## config.mk

```make
export PLATFORM = sky130hd
export DESIGN_NAME = pixel_state_ctrl
export DESIGN_NICKNAME = d
export VERILOG_FILES = /design/src/rtl/pixel_state_ctrl.sv
export SDC_FILE = /design/constraint.sdc
export NUM_CORES = 1
export LEC_CHECK = 0
export CAP_MARGIN = 15
export CORE_MARGIN = 2
export CORE_UTILIZATION = 33
export DETAILED_ROUTE_END_ITERATION = 8
export PLACE_DENSITY_LB_ADDON = 0.3
export SLEW_MARGIN = 15
export SYNTH_ARGS = -nofsm -noshare
export SYNTH_HDL_FRONTEND = slang
export SYNTH_SLANG_ARGS = --single-unit
```

## constraint.sdc

```tcl
create_clock -name clk -period 3.75 [get_ports clk]
set_input_delay 0.75 -clock clk [delete_from_list [all_inputs] [get_ports clk]]
set_output_delay 0.75 -clock clk [all_outputs]
set_load 0.03 [all_outputs]
```

## src/rtl/pixel_state_ctrl.sv

```systemverilog
// rtl/pixel_state_ctrl.sv - frame sequencer driving erase, exposure, ADC ramp and row readout of the pixel array
// All drive outputs are decoded from the next state and registered, so they change together with the state.
module pixel_state_ctrl #(
  parameter int PIXEL_BITS    = 8,
  parameter int ROWS          = 2,
  parameter int ERASE_CYCLES  = 4,
  parameter int EXPOSE_CYCLES = 10
) (
  input  logic                  clk,
  input  logic                  reset_n,
  input  logic                  start,
  input  logic                  out_ready,
  output logic                  erase,
  output logic                  expose,
  output logic                  vbn1,
  output logic                  ramp,
  output logic [PIXEL_BITS-1:0] counter,
  output logic [ROWS-1:0]       read_row,
  output logic                  out_valid,
  output logic [(ROWS > 1 ? $clog2(ROWS) : 1)-1:0] out_row,
  output logic                  busy,
  output logic                  frame_done
);

  localparam int CONV_CYCLES = 2 ** (PIXEL_BITS + 1);
  localparam int MAX_A = (ERASE_CYCLES > EXPOSE_CYCLES) ? ERASE_CYCLES : EXPOSE_CYCLES;
  localparam int MAX_B = (MAX_A > CONV_CYCLES) ? MAX_A : CONV_CYCLES;
  localparam int MAXV  = (MAX_B > ROWS) ? MAX_B : ROWS;
  localparam int CW    = $clog2(MAXV);
  localparam int RW    = (ROWS > 1) ? $clog2(ROWS) : 1;

  typedef enum logic [2:0] {
    S_IDLE,
    S_ERASE,
    S_EXPOSE,
    S_CONVERT,
    S_READ
  } state_t;

  state_t                state_q, state_d;
  logic [CW-1:0]         cnt_q, cnt_d;
  logic                  erase_q, erase_d;
  logic                  expose_q, expose_d;
  logic                  vbn1_q, vbn1_d;
  logic                  ramp_q, ramp_d;
  logic [PIXEL_BITS-1:0] counter_q, counter_d;
  logic [ROWS-1:0]       read_row_q, read_row_d;
  logic                  out_valid_q, out_valid_d;
  logic [RW-1:0]         out_row_q, out_row_d;
  logic                  busy_q, busy_d;
  logic                  frame_done_q, frame_done_d;

  // The phase counter doubles as the row index while in READ.
  always_comb begin
    state_d      = state_q;
    cnt_d        = cnt_q + 1'b1;
    frame_done_d = 1'b0;
    case (state_q)
      S_IDLE: begin
        cnt_d = '0;
        if (start) state_d = S_ERASE;
      end
      S_ERASE: begin
        if (cnt_q == CW'(ERASE_CYCLES - 1)) begin
          state_d = S_EXPOSE;
          cnt_d   = '0;
        end
      end
      S_EXPOSE: begin
        if (cnt_q == CW'(EXPOSE_CYCLES - 1)) begin
          state_d = S_CONVERT;
          cnt_d   = '0;
        end
      end
      S_CONVERT: begin
        if (cnt_q == CW'(CONV_CYCLES - 1)) begin
          state_d = S_READ;
          cnt_d   = '0;
        end
      end
      S_READ: begin
        cnt_d = cnt_q;
        if (out_ready) begin
          if (cnt_q == CW'(ROWS - 1)) begin
            state_d      = S_IDLE;
            cnt_d        = '0;
            frame_done_d = 1'b1;
          end else begin
            cnt_d = cnt_q + 1'b1;
          end
        end
      end
      default: begin
        state_d = S_IDLE;
        cnt_d   = '0;
      end
    endcase

    erase_d     = (state_d == S_ERASE);
    expose_d    = (state_d == S_EXPOSE);
    vbn1_d      = (state_d == S_EXPOSE) && cnt_d[0];
    ramp_d      = (state_d == S_CONVERT) && cnt_d[0];
    counter_d   = (state_d == S_CONVERT) ? cnt_d[PIXEL_BITS:1] : '0;
    read_row_d  = (state_d == S_READ) ? (ROWS'(1) << cnt_d) : '0;
    out_valid_d = (state_d == S_READ);
    out_row_d   = (state_d == S_READ) ? cnt_d[RW-1:0] : '0;
    busy_d      = (state_d != S_IDLE);
  end

  always_ff @(posedge clk) begin
    if (!reset_n) begin
      state_q      <= S_IDLE;
      cnt_q        <= '0;
      erase_q      <= 1'b0;
      expose_q     <= 1'b0;
      vbn1_q       <= 1'b0;
      ramp_q       <= 1'b0;
      counter_q    <= '0;
      read_row_q   <= '0;
      out_valid_q  <= 1'b0;
      out_row_q    <= '0;
      busy_q       <= 1'b0;
      frame_done_q <= 1'b0;
    end else begin
      state_q      <= state_d;
      cnt_q        <= cnt_d;
      erase_q      <= erase_d;
      expose_q     <= expose_d;
      vbn1_q       <= vbn1_d;
      ramp_q       <= ramp_d;
      counter_q    <= counter_d;
      read_row_q   <= read_row_d;
      out_valid_q  <= out_valid_d;
      out_row_q    <= out_row_d;
      busy_q       <= busy_d;
      frame_done_q <= frame_done_d;
    end
  end

  assign erase      = erase_q;
  assign expose     = expose_q;
  assign vbn1       = vbn1_q;
  assign ramp       = ramp_q;
  assign counter    = counter_q;
  assign read_row   = read_row_q;
  assign out_valid  = out_valid_q;
  assign out_row    = out_row_q;
  assign busy       = busy_q;
  assign frame_done = frame_done_q;

endmodule

```

After elaboration in Yosys (flattened, before gate mapping) --
Index checks and enable logic that the tools add are counted.
Storage, ports and cells: bits in registers 30, input port bits 4, output and inout port bits 18, word-level logic and storage cells 47
Operators by class: add/sub/neg operators 1, equal/unequal tests 12, shift-type cells 1, muxes and demuxes 14, reductions and logical operators 7
Operators by type and width (count):
- two-way mux 9 bit | 5
- case mux 9 bit (4 select lines) | 1
- two-way mux 3 bit | 6
- case mux 3 bit (5 select lines) | 1
- equality test 3 x 2 -> 1 bit (second input constant) | 4
- adder 9 x 1 -> 9 bit (second input constant) | 1
- equality test 9 x 1 -> 1 bit (second input constant) | 1
- equality test 9 x 2 -> 1 bit (second input constant) | 1
- equality test 9 x 4 -> 1 bit (second input constant) | 1
- equality test 9 bit (second input constant) | 1
- left shift 1 x 9 -> 2 bit (first input constant) | 1
- equality test 3 x 1 -> 1 bit (second input constant) | 2
- equality test 3 bit (second input constant) | 2
- AND reduction 2 bit | 2
- zero test 3 bit | 1
- AND reduction 3 bit | 1
- nonzero test 3 bit | 1
- logical AND 1 bit | 2
- two-way mux 1 bit | 1

Depth between registers and ports, before layout --
word-level depth 6, mapped depth 12, depth with buffers taken out 11

Worst setup path before layout --
No wires, ideal clock.
path type reg-to-reg, from register cnt_q[0], to register busy_q, in the netlist busy, setup time 0.134 ns, arrival time 2.353 ns, required time 3.616 ns, slack 1.263 ns, stages on the path, launching flop included 13, path buffers 1, period minus slack after synthesis 2.487 ns, path through dfxtp_1 -> ha_1 -> clkbuf_1 -> nand3_1 -> nor2_1 -> and3_1 -> ha_1 -> inv_1 -> nand3_1 -> a21oi_1 -> or3_2 -> nand2_1 -> nand3_1
Between the ends: cells in the longest elaborated chain, start to end 5, elaborated cells between the ends (all ways) 11, those cells by class eq/ne: 4; mux: 6; reduce/logical: 1
Ends and longest elaborated chain:
- start, declared | line 41 | logic [CW-1:0] cnt_q, cnt_d;
- start signal, assigned | line 126 | cnt_q <= cnt_d;
- equality test 9 x 1 -> 1 bit | line 84 | if (cnt_q == CW'(ROWS - 1)) begin
- two-way mux 3 bit | line 84
- two-way mux 3 bit | line 83 | if (out_ready) begin
- case mux 3 bit (5 select lines) (*) | line 58 | case (state_q)
- nonzero test 3 bit (*) | line 107 | busy_d = (state_d != S_IDLE);
- end signal, assigned | line 135 | busy_q <= busy_d;
- end, declared | line 50 | logic busy_q, busy_d;
Every way passes the cells marked *; elsewhere a longest branch is shown, timed or not. A chain may end at the register's enable or synchronous reset.

Final worst setup path --
from register cnt_q[1], to register busy_q, in the netlist busy
Same word-level chain as after synthesis.

==> impl_metrics.toml <==
[critical_path]
critPathKind = "reg -> reg"
cp.required_ns = 3.90
end_kind = "flop"
r2r_cells = 11
rrSetupSlack_ns = 0.93
start_kind = "flop"
worstPathMaxFanout = 9
rr_endpoint = "busy"
cp-startpoint = "cnt_q[1]"
cp.arrival_ns = 2.98
r2r_start = "cnt_q[1]"

[finish]
seqCellArea_sq_um = 601
drive_above_1_share_pct = 12.7
multi_input_area_sq_um = 857
fill_cells = 491
n_antenna_cell = 0
area_growth_pct = 20.9
utilization_pct = 40.8
nets = 203

[synth]
syn_nets = 186
syn_avg_cell_area_sq_um = 8.72
synth_compound_area_share_pct = 19.7
synth-simple-area-share_pct = 28.1
muxShareOfSynthArea_pct = 0.722
ys_seq_elements = 30
syn_area_sq_um = 1560
synth-warning-count = 0
yosys.area_share.adder_pct = 2.41
synth_top_cell_by_area = "dfxtp_1"
yosysSeqAreaShare_pct = 38.5
synthTopCellsByArea = "dfxtp_1 38%, nor2_1 5.5%, xnor2_1 2.8%"
yosys.area_share.xor_xnor_pct = 3.93
yosysUniqueCellTypes = 52
synth_top_cell_area_share_pct = 38.5
synth_top_family_by_area = "simple AND/OR/NAND/NOR gates"
syn-instance-count = 179

[grt]
grt_overflow = 0
grt_pass1_wl_um = 5860
grt_max_degree = 20
grt_pass1_vias = 1175
grt_use_total_pct = 14.9
antenna_found_initial = 0

[sta]
setup_viol = 0
worst_slew_pin_slew_ns = 0.639
rsz0062_at_grt = "no"
fin_crit_ns = 2.82
hold_viol = 0
tns_ns = 0
finClkSkew_ns = 0.00372
slew_viol_final = 0
slew_headroom_pct = 57.3
fin_crit_sh_pct = 75.3
fmax_ghz = 0.354

[cts]
cts_setup_buffers = 0
clk_transition_reported_paths_ns = 0.06
cts_tree = "done"
clk_latency_ns = 0.28
cts_resized = 0
cts.sinks = 30
htree_levels = 2
cts.path.max_buffers = 2
cts_hold_buf = 0
cts-root-buf = "clkbuf_8"
cts-buffers-inserted = 5

[power_and_ir_drop]
p_leak_nw = 0.704
ir_worst_vdd_v = 0.000216
p_per_area_nw_per_um2 = 360

[floorplanning]
io_pins = 22
num_rows = 25
die-area_sq_um = 5290
core_sq_um = 4630
start_util_pct = 33.7
die_h_um = 72.8
dieWidth_um = 72.8

[worst_hold_path]
min_to = "erase"
whs_path_depth = 2
worstHoldPathType = "reg -> reg"
min-delay-start = "state_q[2]"

[routing]
firstDrtPassIters = 4
drtIter0Drc = 50
remaining_drc_errors = 0
routedWlPerCell_um = 14.9
vias_per_cell = 5.35
drt_wl_total_um = 3740
drtAntennaViolNets = 0
vias = 1342

[status]
status = "complete, no violations"

[place]
dp_hpwl_um = 2730
gp_congestion = 0.846
port_buffers = 21

[run]
cap_violations = 0
per-stage QoR:
step                      instance area (sq um)  setup WS, ns  power [mW]  hold slack, ns  std cells
after global routing                       1890         0.663       0.708           0.690        251
after CTS                                  1890         0.933       0.689           0.624        251
after detailed placement                   1780         0.851       0.373           0.608        243
after floorplan                            1560          1.26       0.358           0.617        179
final                                      1890         0.926       0.680           0.625        251
after global placement                     1780         0.897       0.373           0.619        243
report_power, final:
group / switching, mW / internal (mW) / total, mW
Sequential: 0.00295 / 0.322 / 0.325
Clock: 0.119 / 0.195 / 0.314
Combinational: 0.0264 / 0.0149 / 0.0412
Total: 0.148 / 0.532 / 0.680
synthesized netlist by cell type (all sizes together):
cell / number
clkbuf: 3
nand3: 6
a31oi: 3
nor4b: 1
o22ai: 6
a211o: 1
a21o: 1
nand2: 9
a2111oi: 1
o2111ai: 1
or3: 2
a31o: 2
xnor2: 5
and2: 4
o21a: 3
nand3b: 1
a21oi: 6
buf: 9
a21boi: 2
nor2b: 2
ha: 3
a22oi: 1
or3b: 2
a41oi: 3
nand4: 4
clkinv: 1
or4b: 2
mux2: 1
and3b: 1
o21ai: 9
inv: 7
nor4: 3
nor3: 10
a211oi: 1
nand2b: 2
dfxtp: 30
o211ai: 1
xor2: 2
nor2: 23
or4: 1
and3: 4
state kept, by name, summed over array words and instances, names as in the netlist:
register and flops:
state_q 3, counter 8, read_row 2, out_row 1
vbn1 1, cnt_q 9, out_valid 1, busy 1
erase 1, frame_done 1, expose 1, ramp 1
how the worst max path moves through the flow:
stage,endpoint,slack [ns]
after floorplan,busy,1.26
after global placement,read_row[0],0.90
after detailed placement,read_row[0],0.85
after CTS,read_row[0],0.93
after global routing,read_row[1],0.66
final,busy,0.93
cell type report:
type	instances	area share (%)
Inverter	8	1.86
Tap cell	54	3.58
Timing Repair Buffer	22	11.5
Multi-Input combinational cell	129	45.4
Sequential cell	30	31.8
Clock inverter	3	2.12
Clock buffer	5	3.65
worst max-delay path, cell delays in order, from the launching register on:
cell     delay, ns
dfxtp_1       0.45
ha_1          0.41
nand3_1       0.21
nor2_1        0.23
and3_1        0.19
ha_1          0.20
inv_1         0.08
nand3_1       0.09
a21oi_1       0.06
or3_2         0.52
nand2_1       0.17
nand3_1       0.09
kinds of logic after synthesis:
kind of cell | count (synthesis)
AO/OA/AOI/OAI | 41
XOR/XNOR | 7
adder cells (fa/ha/maj) | 3
buffers and inverters | 20
flip-flops | 30
multiplexers | 1
AND/OR/NAND/NOR | 77
placed cells by master (no fill, tap or decap), types with 2 or more instances in the layout:
cell | Yosys | final
xnor2_1 | 5 | 5
inv_1 | 7 | 7
a31o_2 | 2 | 2
xor2_1 | 2 | 2
clkbuf_8 | 0 | 5
nand3_1 | 6 | 6
o21ai_1 | 2 | 2
and3_1 | 4 | 4
ha_1 | 3 | 3
clkdlybuf4s50_1 | 0 | 21
nand4_1 | 4 | 4
o21ai_0 | 7 | 7
a41oi_1 | 2 | 2
dfxtp_1 | 30 | 30
nor2b_1 | 2 | 2
and2_1 | 4 | 4
nand2_1 | 8 | 8
a21oi_1 | 6 | 6
a31oi_1 | 3 | 3
clkinv_2 | 0 | 2
o22ai_1 | 5 | 5
nand2b_1 | 2 | 2
nor2_1 | 23 | 23
nor4_1 | 2 | 2
nor3_2 | 2 | 2
nor3_1 | 8 | 8
o21a_1 | 3 | 3
a21boi_0 | 2 | 2
routing by layer:
layer  up-vias  wire, um  GRT usage (%)
li1        676         -              -
met1       627      1770           19.6
met2        32      1710           22.3
met3         7       199           5.11
met4         0        66           5.76
met5         -         0              0
(Power assumes the default switching activity.)
